[src/rtl/riscv_ctrl_pkg.sv]
// riscv_ctrl_pkg: shared state encoding, opcodes and ALU codes for the multicycle controller.
// Defining BRANCH_EXT_EN widens the set of legal branch funct3 values.
package riscv_ctrl_pkg;
  typedef enum logic [3:0] {
    S_FETCH, S_DECODE, S_MEMADR, S_MEMREAD, S_MEMWB, S_MEMWRITE,
    S_EXECUTER, S_EXECUTEI, S_ALUWB, S_BRANCH, S_JAL, S_ILLEGAL
  } state_t;
  localparam logic [6:0] OP_LOAD   = 7'b0000011;
  localparam logic [6:0] OP_STORE  = 7'b0100011;
  localparam logic [6:0] OP_RTYPE  = 7'b0110011;
  localparam logic [6:0] OP_ITYPE  = 7'b0010011;
  localparam logic [6:0] OP_BRANCH = 7'b1100011;
  localparam logic [6:0] OP_JAL    = 7'b1101111;
  localparam logic [1:0] ALUOP_ADD   = 2'b00;
  localparam logic [1:0] ALUOP_SUB   = 2'b01;
  localparam logic [1:0] ALUOP_FUNCT = 2'b10;
  localparam logic [2:0] ALU_ADD = 3'b000;
  localparam logic [2:0] ALU_SUB = 3'b001;
  localparam logic [2:0] ALU_AND = 3'b010;
  localparam logic [2:0] ALU_OR  = 3'b011;
  localparam logic [2:0] ALU_SLT = 3'b101;
  function automatic logic branch_legal(input logic [2:0] f3);
`ifdef BRANCH_EXT_EN
    return f3 == 3'b000 || f3 == 3'b001 || f3 == 3'b100 || f3 == 3'b101;
`else
    return f3 == 3'b000;
`endif
  endfunction
endpackage

[src/rtl/alu_decoder.sv]
// alu_decoder: maps ALUOp plus instruction funct fields to the ALU operation select.
module alu_decoder
  import riscv_ctrl_pkg::*;
(
  input  logic [1:0] ALUOp,
  input  logic [2:0] Funct3,
  input  logic       Funct7b5,
  input  logic       op5,
  output logic [2:0] ALUControl
);
  logic [2:0] w_funct;
  always_comb begin
    w_funct = ALU_ADD;
    case (Funct3)
      3'b000: w_funct = (op5 & Funct7b5) ? ALU_SUB : ALU_ADD;
      3'b010: w_funct = ALU_SLT;
      3'b110: w_funct = ALU_OR;
      3'b111: w_funct = ALU_AND;
      default: w_funct = ALU_ADD;
    endcase
    ALUControl = ALUOp == ALUOP_ADD   ? ALU_ADD :
                 ALUOp == ALUOP_SUB   ? ALU_SUB :
                 ALUOp == ALUOP_FUNCT ? w_funct : ALU_ADD;
  end
endmodule

[src/rtl/multicycle_control_unit.sv]
// multicycle_control_unit: Moore FSM controller for a multicycle RV32 subset.
// Optional macro BRANCH_EXT_EN adds bne/blt/bge branch conditions.
module multicycle_control_unit
  import riscv_ctrl_pkg::*;
#(
  parameter int MEM_WAIT = 0
) (
  input  logic       clk,
  input  logic       rst,
  input  logic [6:0] op,
  input  logic [2:0] Funct3,
  input  logic       Funct7b5,
  input  logic       Zero,
  input  logic       LT,
  output logic       PCWrite,
  output logic       AdrSrc,
  output logic       IRWrite,
  output logic       MemWrite,
  output logic       RegWrite,
  output logic       Illegal,
  output logic [1:0] ResultSrc,
  output logic [1:0] ALUSrcA,
  output logic [1:0] ALUSrcB,
  output logic [1:0] ImmSrc,
  output logic [2:0] ALUControl
);
  state_t     r_state, w_next;
  logic [2:0] r_wait;
  logic       w_wait_done, w_taken, w_pc_update, w_irw, w_mw, w_rw;
  logic [1:0] w_alu_op;
  assign w_wait_done = r_wait == 3'(MEM_WAIT);
  always_ff @(posedge clk or posedge rst) begin
    if (rst) begin
      r_state <= S_FETCH;
      r_wait  <= 3'd0;
    end else begin
      r_state <= w_next;
      r_wait  <= (w_next == r_state && (r_state == S_FETCH || r_state == S_MEMREAD)) ? r_wait + 3'd1 : 3'd0;
    end
  end
  always_comb begin
    w_next = S_FETCH;
    case (r_state)
      S_FETCH:    w_next = w_wait_done ? S_DECODE : S_FETCH;
      S_DECODE:   w_next = (op == OP_LOAD || op == OP_STORE)          ? S_MEMADR   :
                           op == OP_RTYPE                              ? S_EXECUTER :
                           op == OP_ITYPE                              ? S_EXECUTEI :
                           (op == OP_BRANCH && branch_legal(Funct3))   ? S_BRANCH   :
                           op == OP_JAL                                ? S_JAL      : S_ILLEGAL;
      S_MEMADR:   w_next = op == OP_LOAD ? S_MEMREAD : S_MEMWRITE;
      S_MEMREAD:  w_next = w_wait_done ? S_MEMWB : S_MEMREAD;
      S_EXECUTER: w_next = S_ALUWB;
      S_EXECUTEI: w_next = S_ALUWB;
      S_JAL:      w_next = S_ALUWB;
      S_ILLEGAL:  w_next = S_ILLEGAL;
      default:    w_next = S_FETCH;
    endcase
  end
  // LT only matters for the extended branch set; tied off otherwise
  always_comb begin
`ifdef BRANCH_EXT_EN
    w_taken = Funct3 == 3'b000 ? Zero  :
              Funct3 == 3'b001 ? ~Zero :
              Funct3 == 3'b100 ? LT    :
              Funct3 == 3'b101 ? ~LT   : 1'b0;
`else
    w_taken = Zero | (LT & 1'b0);
`endif
  end
  always_comb begin
    w_alu_op    = ALUOP_ADD;
    ALUSrcA     = 2'b00;
    ALUSrcB     = 2'b00;
    ResultSrc   = 2'b00;
    AdrSrc      = 1'b0;
    w_irw       = 1'b0;
    w_mw        = 1'b0;
    w_rw        = 1'b0;
    w_pc_update = 1'b0;
    case (r_state)
      S_FETCH: begin
        ALUSrcB     = 2'b10;
        ResultSrc   = 2'b10;
        w_irw       = w_wait_done;
        w_pc_update = w_wait_done;
      end
      S_DECODE: begin
        ALUSrcA = 2'b01;
        ALUSrcB = 2'b01;
      end
      S_MEMADR: begin
        ALUSrcA = 2'b10;
        ALUSrcB = 2'b01;
      end
      S_MEMREAD: AdrSrc = 1'b1;
      S_MEMWB: begin
        ResultSrc = 2'b01;
        w_rw      = 1'b1;
      end
      S_MEMWRITE: begin
        AdrSrc = 1'b1;
        w_mw   = 1'b1;
      end
      S_EXECUTER: begin
        ALUSrcA  = 2'b10;
        w_alu_op = ALUOP_FUNCT;
      end
      S_EXECUTEI: begin
        ALUSrcA  = 2'b10;
        ALUSrcB  = 2'b01;
        w_alu_op = ALUOP_FUNCT;
      end
      S_ALUWB: w_rw = 1'b1;
      S_BRANCH: begin
        ALUSrcA  = 2'b10;
        w_alu_op = ALUOP_SUB;
      end
      S_JAL: begin
        ALUSrcA     = 2'b01;
        ALUSrcB     = 2'b10;
        w_pc_update = 1'b1;
      end
      default: ;
    endcase
  end
  // strobes are held off for the whole reset pulse, not just after the state settles
  always_comb begin
    PCWrite  = ~rst & (w_pc_update | (r_state == S_BRANCH & w_taken));
    IRWrite  = ~rst & w_irw;
    MemWrite = ~rst & w_mw;
    RegWrite = ~rst & w_rw;
    Illegal  = r_state == S_ILLEGAL;
    ImmSrc   = op == OP_STORE  ? 2'b01 :
               op == OP_BRANCH ? 2'b10 :
               op == OP_JAL    ? 2'b11 : 2'b00;
  end
  alu_decoder u_alu_decoder (
    .ALUOp      (w_alu_op),
    .Funct3     (Funct3),
    .Funct7b5   (Funct7b5),
    .op5        (op[5]),
    .ALUControl (ALUControl)
  );
endmodule

[config.mk]
export PLATFORM = sky130hd
export DESIGN_NAME = multicycle_control_unit
export DESIGN_NICKNAME = d
export VERILOG_FILES = /design/src/rtl/riscv_ctrl_pkg.sv /design/src/rtl/alu_decoder.sv /design/src/rtl/multicycle_control_unit.sv
export SDC_FILE = /design/constraint.sdc
export NUM_CORES = 1
export LEC_CHECK = 0
export ABC_AREA = 1
export ABC_CLOCK_PERIOD_IN_PS = 2700
export CORE_UTILIZATION = 44
export DETAILED_ROUTE_END_ITERATION = 12
export PLACE_DENSITY = 0.91
export SYNTH_ARGS = -nofsm -noshare
export SYNTH_HDL_FRONTEND = slang
export SYNTH_SLANG_ARGS = --single-unit
[constraint.sdc]
create_clock -name clk -period 2.7 [get_ports clk]
set_input_delay 0.405 -clock clk [delete_from_list [all_inputs] [get_ports clk]]
set_output_delay 0.405 -clock clk [all_outputs]
set_load 0.05 [all_outputs]
==> impl_metrics.ini <==
[timing]
worst_pin_slew_ns = 0.5835
hold_viol_final = 0
period_share = 0.9365
totalNegativeSetupSlack_ns = 0
skew_ns = 0.007768
relSlewSlack = 0.6059
period_minus_slack_ns = 2.529
finalSetupViolCount = 0
final.setup.worst_slack_ns = 0.1715
slew_violations = 0
rsz0062_at_grt = false
max_freq_ghz = 0.3955

[floorplanning]
coreArea_um2 = 1506
ios = 32
dieHeight_um = 42.16
rows = 14
initial_core_util = 0.4709
die_x_um = 42.16
die_area_um2 = 1777

[setup_path]
reg2reg_to = r_wait[2]$_DFF_PP0_
crit_type = reg -> out
rr_startpoint = r_wait[0]$_DFF_PP0_
reg2regPathDepth = 10
critPathArrivalTime_ns = 2.12
rrSetupSlack_ns = 1.16
cp_max_fo = 3
crit_end = IRWrite
critPathRequiredTime_ns = 2.30
critPathLaunch = r_wait[0]$_DFF_PP0_
end_kind = output port
start_kind = flip-flop

[clock_network]
hold_buffers = 0
cts.clk_slew.worst_paths_ns = 0.06
cts_root_buf = clkbuf_4
ctsLongestPathBuffers = 2
cts_tree = yes
cts_buffers = 3
cts.sinks = 7
worstSkewPairLatency_ns = 0.25
htree_levels = 1

[global_routing]
gr-total-overflow = 0
grtUsageTotal = 0.2072
grt_pass1_vias = 741
antenna_found_initial = 0
grt_pass1_wl_um = 2898
grt_max_degree = 8

[logic_synthesis]
seq_area_frac_synth = 0.2469
synth_warnings = 0
synth.avg_cell_area_um2 = 5.863
ys_ff_latch = 7
syn_nets = 138
yosysUniqueCellTypes = 22
postSynthCellCount = 121
syn_area_um2 = 709.4

[place]
placed_cells = 167
gp_congestion = 0.8215
hpwl_um = 1513
dp_slack_ns = 0.3069
port_buffers = 30

[route]
drc = 0
first_pass_iters = 4
vias = 862
route.detailed.wl_per_inst_um = 10.85
drt-initial-drc-count = 18
routed_wl_um = 1856
via_per_inst = 5.041
ant_nets = 0

[power_and_ir_drop]
power_density_nw_per_um2 = 1189
finalPower_mw = 1.268
ir_worst_vdd_uv = 949.3
static-leakage-power_nw = 0.6070

[final_layout]
n_antenna_cell = 0
drive_gt1_frac = 0.1226
area_growth_syn_to_layout_pct = 50.26
instances_no_fill = 171
fin_nets = 173

[flow_run]
maxCapViolCount = 0

[worst_hold_path]
min_path_type = reg -> reg

[run_status]
outcome = complete, no violations
-- through the flow --
step	hold WS, ns	cell area (um2)	util
final	0.4775	1066	0.7076
after global routing	0.5025	1066	0.7076
after CTS	0.4726	1059	0.7027
after detailed placement	0.4653	1032	0.6852
after global placement	0.4533	1032	0.6852
after floorplan	0.2084	709.4	-
-- metal layers --
metal | global-route usage | share of wire | vias up
met1 | 0.2761 | 0.45 | 389
met5 | 0 | 0 | -
li1 | - | - | 445
met4 | 0.03750 | 0 | 0
met2 | 0.3531 | 0.52 | 28
met3 | 0.03879 | 0.033 | 0
-- cell families after synthesis --
family,count (synthesis),synth area share
buffers and inverters,29,0.1534
AO/OA/AOI/OAI,9,0.08818
XOR/XNOR,1,0.01235
AND/OR/NAND/NOR,73,0.4638
flip-flops,7,0.2469
adder cells (fa/ha/maj),2,0.03527
-- cell usage in the layout, fill, tap and decap left out --
cell / Yosys / routed
buf_12: 0 / 1
clkdlybuf4s50_1: 0 / 23
o211ai_1: 2 / 2
nand2_2: 1 / 1
ha_1: 2 / 2
a31oi_1: 1 / 1
clkbuf_1: 0 / 1
a211oi_1: 1 / 1
nand3_1: 8 / 8
o41ai_1: 1 / 1
o221ai_1: 1 / 1
xnor2_1: 1 / 1
o22ai_1: 1 / 1
nor2_4: 2 / 2
nor3_1: 5 / 5
inv_2: 4 / 4
a21oi_1: 1 / 1
nand3_2: 1 / 1
buf_4: 0 / 3
inv_1: 25 / 25
nand2_1: 33 / 33
dlymetal6s2s_1: 0 / 3
nand4_1: 2 / 2
o21ai_0: 1 / 1
nor2_2: 4 / 4
nor2_1: 17 / 17
clkbuf_4: 0 / 3
dfrtp_1: 7 / 7
-- synthesized netlist by cell type (all sizes together) --
library cell  instances  share of area
a211oi                1          0.011
a21oi                 1         0.0070
a31oi                 1         0.0088
dfrtp                 7           0.25
ha                    2          0.035
inv                  29           0.15
nand2                34           0.18
nand3                 9          0.071
nand4                 2          0.018
nor2                 23           0.16
nor3                  5          0.035
o211ai                2          0.021
o21ai                 1         0.0070
o221ai                1          0.012
o22ai                 1         0.0088
o41ai                 1          0.012
xnor2                 1          0.012
-- layout make-up --
type | count | area, um2
Tap cell | 16 | 20.02
Clock buffer | 4 | 26.28
Sequential cell | 7 | 175.2
Fill cell | 138 | 440.4
Timing Repair Buffer | 30 | 310.3
Multi-Input combinational cell | 85 | 425.4
Inverter | 29 | 108.9
-- critical path: stages (launching register included) --
cell	delay (ns)
dfrtp_1	0.40
inv_1	0.07
ha_1	0.15
inv_1	0.04
nor2_1	0.13
nand3_1	0.15
nor2_1	0.12
clkdlybuf4s50_1	0.81
-- where the power goes --
part	switching, mW	leakage, nW	internal, mW
combinational	0.675	0.500	0.309
clock	0.0365	0.0150	0.0562
sequential	0.0468	0.0924	0.144
total	0.759	0.607	0.509
-- state kept, by name, summed over array words and instances (netlist names) --
signal,flops
r_wait,3
r_state,4
-- how the worst min path moves through the flow --
stage,cells past startpoint,startpoint,to
2_1_floorplan,1,rst,r_state[0]$_DFF_PP0_
3_3_place_gp,1,r_wait[0]$_DFF_PP0_,r_wait[0]$_DFF_PP0_
3_5_place_dp,1,r_wait[0]$_DFF_PP0_,r_wait[0]$_DFF_PP0_
4_1_cts,1,r_wait[0]$_DFF_PP0_,r_wait[0]$_DFF_PP0_
5_1_grt,1,r_wait[0]$_DFF_PP0_,r_wait[0]$_DFF_PP0_
6_report,1,r_wait[0]$_DFF_PP0_,r_wait[0]$_DFF_PP0_
-- what timing repair did --
item | 4_1_cts | 5_1_grt
gates resized for setup | 0 | 3
setup endpoints to repair | 0 | 3
buffers inserted | 0 | 0
Power figures use the tool's default switching activity.
